**config.mk**
```make
export PLATFORM = sky130hd
export DESIGN_NAME = stop_watch_btn_cond_flat
export DESIGN_NICKNAME = d
export VERILOG_FILES = /design/src/rtl/stop_watch_btn_cond_if.sv /design/src/rtl/stop_watch_btn_cond.sv /design/src/flat_wrapper.sv
export SDC_FILE = /design/constraint.sdc
export NUM_CORES = 1
export LEC_CHECK = 0
export ABC_AREA = 1
export BUFFER_PORTS_ARGS = -buffer_cell sky130_fd_sc_hd__clkbuf_2
export CELL_PAD_IN_SITES_DETAIL_PLACEMENT = 1
export CELL_PAD_IN_SITES_GLOBAL_PLACEMENT = 2
export CORE_MARGIN = 4
export CORE_UTILIZATION = 33
export CTS_CLUSTER_DIAMETER = 80
export DETAILED_ROUTE_END_ITERATION = 12
export MAX_ROUTING_LAYER = met4
export PLACE_DENSITY = 0.77
export SLEW_MARGIN = 40
export SYNTH_ARGS = -nofsm -noshare
export SYNTH_HDL_FRONTEND = slang
export SYNTH_SLANG_ARGS = --single-unit
```
**constraint.sdc**
```tcl
create_clock -name clk -period 1.17 [get_ports clk]
set_input_delay 0.1755 -clock clk [delete_from_list [all_inputs] [get_ports clk]]
set_output_delay 0.1755 -clock clk [all_outputs]
set_load 0.05 [all_outputs]
```
**src/rtl/stop_watch_btn_cond_if.sv**
```systemverilog
// Button-conditioner signal bundle: raw push-button inputs and cleaned command pulses.
// The slave side is the conditioner; the master side is whoever drives the buttons.
interface stop_watch_btn_cond_if;
  logic i_btn_sp_raw;
  logic i_btn_st_raw;
  logic o_start_pause;
  logic o_stop;
  logic o_long_press;

  modport slave (
    input  i_btn_sp_raw,
    input  i_btn_st_raw,
    output o_start_pause,
    output o_stop,
    output o_long_press
  );

  modport master (
    output i_btn_sp_raw,
    output i_btn_st_raw,
    input  o_start_pause,
    input  o_stop,
    input  o_long_press
  );
endinterface

```
**src/rtl/stop_watch_btn_cond.sv**
```systemverilog
// Stop-watch button conditioner: sync, debounce and press one-shot for start/pause and stop.
// Define LONG_PRESS_EN to build the stop-button hold counter that drives o_long_press.
module stop_watch_btn_cond #(
  parameter int DEBOUNCE_CNT   = 500_000,
  parameter bit BTN_ACTIVE_LOW = 1'b0,
  parameter int LONG_CNT       = 100_000_000
) (
  input logic                   clk,
  input logic                   rst_n,
  stop_watch_btn_cond_if.slave  btn_if
);

  localparam int DBW = $clog2(DEBOUNCE_CNT);
  localparam logic [DBW-1:0] DB_LAST = DBW'(DEBOUNCE_CNT - 1);

  // Index 0 is start/pause, index 1 is stop.
  logic [1:0]          raw;
  logic [1:0]          s1_q, s1_d;
  logic [1:0]          s2_q, s2_d;
  logic [1:0]          stable_q, stable_d;
  logic [1:0][DBW-1:0] cnt_q, cnt_d;
  logic [1:0]          press;
  logic                start_pause_q, start_pause_d;
  logic                stop_q, stop_d;

  assign raw = {btn_if.i_btn_st_raw, btn_if.i_btn_sp_raw};

  always_comb begin
    s1_d     = raw ^ {2{BTN_ACTIVE_LOW}};
    s2_d     = s1_q;
    stable_d = stable_q;
    cnt_d    = '0;
    press    = '0;
    for (int i = 0; i < 2; i++) begin
      if (s2_q[i] != stable_q[i]) begin
        if (cnt_q[i] == DB_LAST) begin
          stable_d[i] = s2_q[i];
          press[i]    = s2_q[i];
        end else begin
          cnt_d[i] = cnt_q[i] + DBW'(1);
        end
      end
    end
    // Stop wins a same-cycle collision; the start/pause press is dropped, not deferred.
    start_pause_d = press[0] & ~press[1];
    stop_d        = press[1];
  end

  always_ff @(posedge clk or negedge rst_n) begin
    if (!rst_n) begin
      s1_q          <= '0;
      s2_q          <= '0;
      stable_q      <= '0;
      cnt_q         <= '0;
      start_pause_q <= 1'b0;
      stop_q        <= 1'b0;
    end else begin
      s1_q          <= s1_d;
      s2_q          <= s2_d;
      stable_q      <= stable_d;
      cnt_q         <= cnt_d;
      start_pause_q <= start_pause_d;
      stop_q        <= stop_d;
    end
  end

  assign btn_if.o_start_pause = start_pause_q;
  assign btn_if.o_stop        = stop_q;

`ifdef LONG_PRESS_EN
  localparam int LW = $clog2(LONG_CNT + 1);
  localparam logic [LW-1:0] LONG_LAST = LW'(LONG_CNT - 1);
  localparam logic [LW-1:0] LONG_MAX  = LW'(LONG_CNT);

  logic [LW-1:0] hold_q, hold_d;
  logic          long_q, long_d;

  // Saturating at LONG_CNT keeps the pulse to one per hold.
  always_comb begin
    hold_d = '0;
    long_d = 1'b0;
    if (stable_q[1]) begin
      hold_d = (hold_q == LONG_MAX) ? hold_q : hold_q + LW'(1);
      long_d = (hold_q == LONG_LAST);
    end
  end

  always_ff @(posedge clk or negedge rst_n) begin
    if (!rst_n) begin
      hold_q <= '0;
      long_q <= 1'b0;
    end else begin
      hold_q <= hold_d;
      long_q <= long_d;
    end
  end

  assign btn_if.o_long_press = long_q;
`else
  assign btn_if.o_long_press = 1'b0;
`endif

endmodule
```
**src/flat_wrapper.sv**
```systemverilog
// flat-port wrapper written by rule: the top's interface ports become plain ports
module stop_watch_btn_cond_flat 
#(
  parameter int DEBOUNCE_CNT   = 500_000,
  parameter bit BTN_ACTIVE_LOW = 1'b0,
  parameter int LONG_CNT       = 100_000_000
)
  (clk, rst_n, btn_if_i_btn_sp_raw, btn_if_i_btn_st_raw, btn_if_o_start_pause, btn_if_o_stop, btn_if_o_long_press);
  stop_watch_btn_cond_if btn_if_i ();
  input logic clk;
  input logic rst_n;
  input wire logic [$bits(btn_if_i.i_btn_sp_raw)-1:0] btn_if_i_btn_sp_raw;
  input wire logic [$bits(btn_if_i.i_btn_st_raw)-1:0] btn_if_i_btn_st_raw;
  output wire logic [$bits(btn_if_i.o_start_pause)-1:0] btn_if_o_start_pause;
  output wire logic [$bits(btn_if_i.o_stop)-1:0] btn_if_o_stop;
  output wire logic [$bits(btn_if_i.o_long_press)-1:0] btn_if_o_long_press;
  assign btn_if_i.i_btn_sp_raw = btn_if_i_btn_sp_raw;
  assign btn_if_i.i_btn_st_raw = btn_if_i_btn_st_raw;
  assign btn_if_o_start_pause = btn_if_i.o_start_pause;
  assign btn_if_o_stop = btn_if_i.o_stop;
  assign btn_if_o_long_press = btn_if_i.o_long_press;
  stop_watch_btn_cond #(.DEBOUNCE_CNT(DEBOUNCE_CNT), .BTN_ACTIVE_LOW(BTN_ACTIVE_LOW), .LONG_CNT(LONG_CNT)) u_core (.clk(clk), .rst_n(rst_n), .btn_if(btn_if_i));
endmodule
```
==> flow_summary.toml, run 1 <==
[power]
ir_drop_uv = 527
power_density_nw_per_um2 = 798
leakagePower_nw = 1.69

[timing]
slew_violations = 0
setup_violations = 38
hold_ws_ns = 0.362
fin_crit_sh = 1.20
period_needed_ns = 1.40
postLayoutSetupSlackWorst_ns = -0.233
clock_skew_ns = 0.0117
hold_viol_final = 0
grt_setup_unrepaired = "yes"
fmax_mhz = 713

[die]
dieArea_sq_um = 8810
rows = 31
core-area_sq_um = 7210
io_pins = 7
start_util = 0.337
die_w_um = 93.9
die_h_um = 93.9

[yosys]
synth_compound_area_frac = 0.0293
syn-num-nets = 329
ys_seq_elements = 46
syn_inst = 323
synthFlopType = "dfrtp_1"
synthArstFlopShare = 1.00
synth_top_family_by_area = "simple AND/OR/NAND/NOR gates"
synth-edff-count = 0
synth_warnings = 0
synth.mux.area_fraction = 0
ys_seq_area_frac = 0.473
syn_area_per_cell_sq_um = 7.53
syn-cell-area_sq_um = 2430
synth_xor_area_frac = 0.0679
ys_types = 23
synth_fa_ha_area_frac = 0.0103
synthSimpleGateAreaFrac = 0.359

[critical_path]
cp.arrival_ns = 1.58
end_kind = "register"
crit_path_frequent_cell = "nor2_1"
slowest_stage = "dfrtp_2"
worstPathCellList = "nor2_1, nand2_2, nor2_4, nand3_4, nor2_1, a21oi_1"
cp.required_ns = 1.35
crit_path_start_kind = "register"
slowest_delay_ns = 0.48
crit_type = "reg -> reg"
crit_fanout = 8

[layout]
area_delta_synth_final_pct = 62.2
final_common_cell = "buf_4"
mostFrequentLayoutCells = "63 x buf_4, 55 x nor2_1, 40 x nand2_1"
layout.nets = 421
post-route-util = 0.547
layout-drive-gt1-share = 0.496
antenna_cells = 0
num-fill-cells = 853

[outcome]
violations = "setup timing"
status = "finished with violations"

[global_route]
grt_pass1_vias = 2496
grt.total_usage = 0.193
overflow = 0
grt_max_degree = 47
grt_pass1_wl_um = 12700
grt_antenna_before_repair = 0

[flow_run]
cap_violations = 0

[clocking]
htreeDepth = 2
clk_latency_ns = 0.30
clock-root-buffer = "clkbuf_8"
clk_pin_slew_ns = 0.10
cts_buffer_depth = 2
cts_made_buffers = 5
cts.sinks = 46
tritoncts = "done"

[placed_design]
gp_congestion = 0.837
numPortBuffers = 5
preCtsSetupSlack_ns = -0.256
place_hpwl_um = 5070

[detailed_routing]
wirelength_um = 8560
drt_iter0_drc = 70
via_per_inst = 4.68
ant_nets = 0
wl_per_cell_um = 16.7
vias = 2408
post-route-drc-count = 0
dr.pass1.iters = 4

[min_path]
hp-class = "reg -> reg"
-- final timing paths --
kind	start	endpoint	slack [ns]	depth (start not counted)
max in group asynchronous	rst_n	u_core.cnt_q[20]$_DFF_PN0_	0.53	3
setup reg to reg	u_core.cnt_q[7]$_DFF_PN0_	u_core.stable_q[0]$_DFFE_PN0P_	-0.23	6
hold / removal	u_core.s1_q[0]$_DFF_PN0_	u_core.s2_q[0]$_DFF_PN0_	0.36	0
hold reg to reg	u_core.s1_q[0]$_DFF_PN0_	u_core.s2_q[0]$_DFF_PN0_	0.36	0
min in group asynchronous	rst_n	u_core.cnt_q[31]$_DFF_PN0_	0.39	3
setup / recovery	u_core.cnt_q[7]$_DFF_PN0_	u_core.stable_q[0]$_DFFE_PN0P_	-0.23	6
-- synthesized netlist by cell type (all sizes together) (3+ instances only) --
master / count / area share
xnor2: 5 / 0.018
nor3b: 3 / 0.0093
inv: 36 / 0.056
a21oi: 8 / 0.016
nor3: 3 / 0.0062
o21ai: 5 / 0.010
nand2: 62 / 0.10
dfrtp: 46 / 0.47
nor2: 104 / 0.17
nand4: 4 / 0.010
nand3: 27 / 0.058
xor2: 13 / 0.050
-- stage by stage --
step	TNS (ns)	std cells	power [mW]	area (sq um)
6_report	-5.84	514	3.15	3950
5_1_grt	-8.71	514	3.28	3950
4_1_cts	-4.54	505	3.13	3560
2_1_floorplan	-0.377	323	1.72	2460
3_3_place_gp	-4.45	487	1.81	3080
3_5_place_dp	-6.13	487	1.82	3080
-- report_power, final --
part | internal, mW | leakage (nW) | switching [mW] | total (mW)
registers | 1.61 | 0.616 | 0.0291 | 1.64
clock network | 0.685 | 0.0573 | 0.564 | 1.25
logic | 0.105 | 1.02 | 0.152 | 0.257
-- kinds of logic after synthesis --
family          count (synthesis)
compound gates                 14
xor+xnor                       18
fa+ha+maj                       2
buf+inv                        37
flops                          46
other cells                     1
simple gates                  205
-- flip-flops by register name (all words and copies together), names as in the netlist --
name	count
u_core.s1_q	2
u_core.s2_q	2
u_core.btn_if.o_stop	1
u_core.cnt_q	38
u_core.btn_if.o_start_pause	1
u_core.stable_q	2
-- worst max-delay path, delay by kind of cell, from the launching register on --
family / cells / cell delay, ns
simple gates: 5 / 0.74
compound gates: 1 / 0.07
flops: 1 / 0.48
-- layout make-up --
| type | count | area [sq um] | area share |
|---|---|---|---|
| tap | 99 | 124 | 0.0314 |
| timing repair buffer | 86 | 706 | 0.179 |
| clock inverter | 1 | 30.0 | 0.00761 |
| inverter | 36 | 138 | 0.0349 |
| clock buffer | 6 | 82.6 | 0.0209 |
| sequential | 46 | 1160 | 0.294 |
| multi-input combinational | 240 | 1710 | 0.432 |
-- what timing repair did --
action | in CTS | in global routing
buffers inserted | 8 | 10
pin swaps | 29 | 45
endpoints found under the hold margin | 48 | 0
endpoints found under the setup margin | 39 | 42
resized for setup | 69 | 86
hold buffers | 3 | 0
-- per-layer routing --
metal | vias to the layer above | wire (um) | track usage | share of wire
met1 | 1209 | 3760 | 0.253 | 0.44
li1 | 1174 | - | - | -
met5 | - | 0 | - | 0
met2 | 20 | 4590 | 0.314 | 0.54
met3 | 5 | 157 | 0.0296 | 0.018
met4 | 0 | 62 | 0.0457 | 0.0072
Power figures use the tool's default switching activity.
==> inputs of run 2 (changes only) <==
--- a/config.mk
+++ b/config.mk
@@ -13,7 +13,6 @@
 export CORE_UTILIZATION = 33
 export CTS_CLUSTER_DIAMETER = 80
 export DETAILED_ROUTE_END_ITERATION = 12
-export MAX_ROUTING_LAYER = met4
 export PLACE_DENSITY = 0.77
 export SLEW_MARGIN = 40
 export SYNTH_ARGS = -nofsm -noshare
==> constraint.sdc (replaced) <==
create_clock -name clk -period 1.17 [get_ports clk]
set_input_delay 0 -clock clk [delete_from_list [all_inputs] [get_ports clk]]
set_output_delay 0 -clock clk [all_outputs]
set_load 0.05 [all_outputs]
==> flow_summary.toml, run 2 (synthesized netlist as in run 1, its figures left out) <==
[outcome]
status = "finished with violations"
violations = "setup timing"

[global_route]
busiest_layer = "met2"
gr-usage-met3 = 0.0224
met1_usage = 0.249
overflow = 0
grtUsageMet2 = 0.312
grt_pass1_wl_um = 12800
grt_antenna_before_repair = 0
grt.total_usage = 0.185
grt_max_degree = 47
grt_pass1_vias = 2626

[critical_path]
crit_fanout = 8
crit_path_start_kind = "register"
cp.arrival_ns = 1.59
end_kind = "register"
crit_type = "reg -> reg"
cp.required_ns = 1.37

[layout]
largest_reg_flops = 38
area_delta_synth_final_pct = 60.0
antenna_cells = 0
final_area_sq_um = 3890
regMostFlops = "u_core.cnt_q"
mostFrequentLayoutCells = "62 x buf_4, 52 x nor2_1, 43 x nand2_1"
layout.nets = 419
final_common_cell = "buf_4"
layout-drive-gt1-share = 0.493
num-fill-cells = 858

[timing]
fin_crit_sh = 1.19
grt_setup_unrepaired = "yes"
period_needed_ns = 1.40
fmax_mhz = 716
clock_skew_ns = 0.00750
hold_viol_final = 0
slew_violations = 0
setup_violations = 39
postLayoutSetupSlackWorst_ns = -0.227

[placed_design]
preCtsSetupSlack_ns = -0.294
place_hpwl_um = 5240
place_area_sq_um = 3060
gp_congestion = 0.815
numPortBuffers = 5

[clocking]
cts.sinks = 46
clk_latency_ns = 0.30
clk_pin_slew_ns = 0.09
cts_buffer_depth = 2
cts_made_buffers = 5
htreeDepth = 2
tritoncts = "done"
clock-root-buffer = "clkbuf_8"

[detailed_routing]
dr.pass1.iters = 4
ant_nets = 0
post-route-drc-count = 0
drt_iter0_drc = 75
wirelength_um = 8070
vias = 2425
via_per_inst = 4.73
wl_per_cell_um = 15.7

[power]
leakagePower_nw = 1.67
power_mw = 2.89
power_density_nw_per_um2 = 742
ir_drop_uv = 468

[die]
dieArea_sq_um = 8810
die_w_um = 93.9
rows = 31
start_util = 0.337
io_pins = 7
core-area_sq_um = 7210
die_h_um = 93.9

[flow_run]
cap_violations = 0

[min_path]
hp-class = "in -> async"
run 2: cell count changes in the layout (fill, tap and decap cells not counted), sizes merged:
cell and delta:
inv +1, clkinv +2, clkbuf -1, bufinv -1, buf -2
run 2: final cells by class:
| type | instances | area (sq um) | area share |
|---|---|---|---|
| inverter | 36 | 135 | 0.0347 |
| clock buffer | 5 | 68.8 | 0.0177 |
| multi-input combinational | 240 | 1700 | 0.436 |
| tap | 99 | 124 | 0.0318 |
| sequential | 46 | 1160 | 0.298 |
| timing repair buffer | 84 | 687 | 0.177 |
| clock inverter | 3 | 18.8 | 0.00482 |
run 2: final timing paths:
path | from | endpoint | slack [ns] | cells past startpoint
min in group clk | btn_if_i_btn_st_raw | u_core.s1_q[1]$_DFF_PN0_ | 0.34 | 2
hold reg to reg | u_core.s1_q[1]$_DFF_PN0_ | u_core.s2_q[1]$_DFF_PN0_ | 0.37 | 0
setup / recovery | u_core.cnt_q[0]$_DFF_PN0_ | u_core.cnt_q[5]$_DFF_PN0_ | -0.23 | 6
setup reg to reg | u_core.cnt_q[0]$_DFF_PN0_ | u_core.cnt_q[5]$_DFF_PN0_ | -0.23 | 6
hold / removal | rst_n | u_core.cnt_q[28]$_DFF_PN0_ | 0.23 | 3
max in group asynchronous | rst_n | u_core.cnt_q[20]$_DFF_PN0_ | 0.70 | 3
run 2: per-layer routing:
metal	up-vias	routed length, um
met5	-	0
met3	8	153
met1	1217	3550
met4	0	108
li1	1178	-
met2	22	4260
run 2: through the flow:
step	utilization	setup TNS [ns]	hold WS, ns	std cells
after floorplan	-	-0.377	-0.296	323
after global placement	0.424	-5.08	0.0108	485
after detailed placement	0.424	-6.85	0.0115	485
after CTS	0.490	-3.92	0.228	504
after global routing	0.539	-8.36	0.250	513
final	0.539	-5.48	0.230	513
run 2: power by group:
part,internal (mW),leakage (nW),switching (mW),total (mW)
combinational,0.0973,1.00,0.139,0.236
sequential,1.61,0.617,0.0269,1.64
clock,0.422,0.0483,0.588,1.01
run 2: what timing repair did:
| action | in CTS | in global routing |
|---|---|---|
| resized for setup | 76 | 76 |
| hold buffers | 3 | 0 |
| setup endpoints to repair | 40 | 42 |
| hold endpoints to repair | 48 | 0 |
| buffers inserted | 8 | 9 |
| pin swaps | 32 | 36 |
run 2: worst max-delay path, stage by stage (launching register included):
cell and delay [ns]:
dfrtp_1 0.43, ha_4 0.20, nand3_4 0.12, nor2_4 0.17, nand3_4 0.18, nand2_8 0.14, nor2_2 0.05
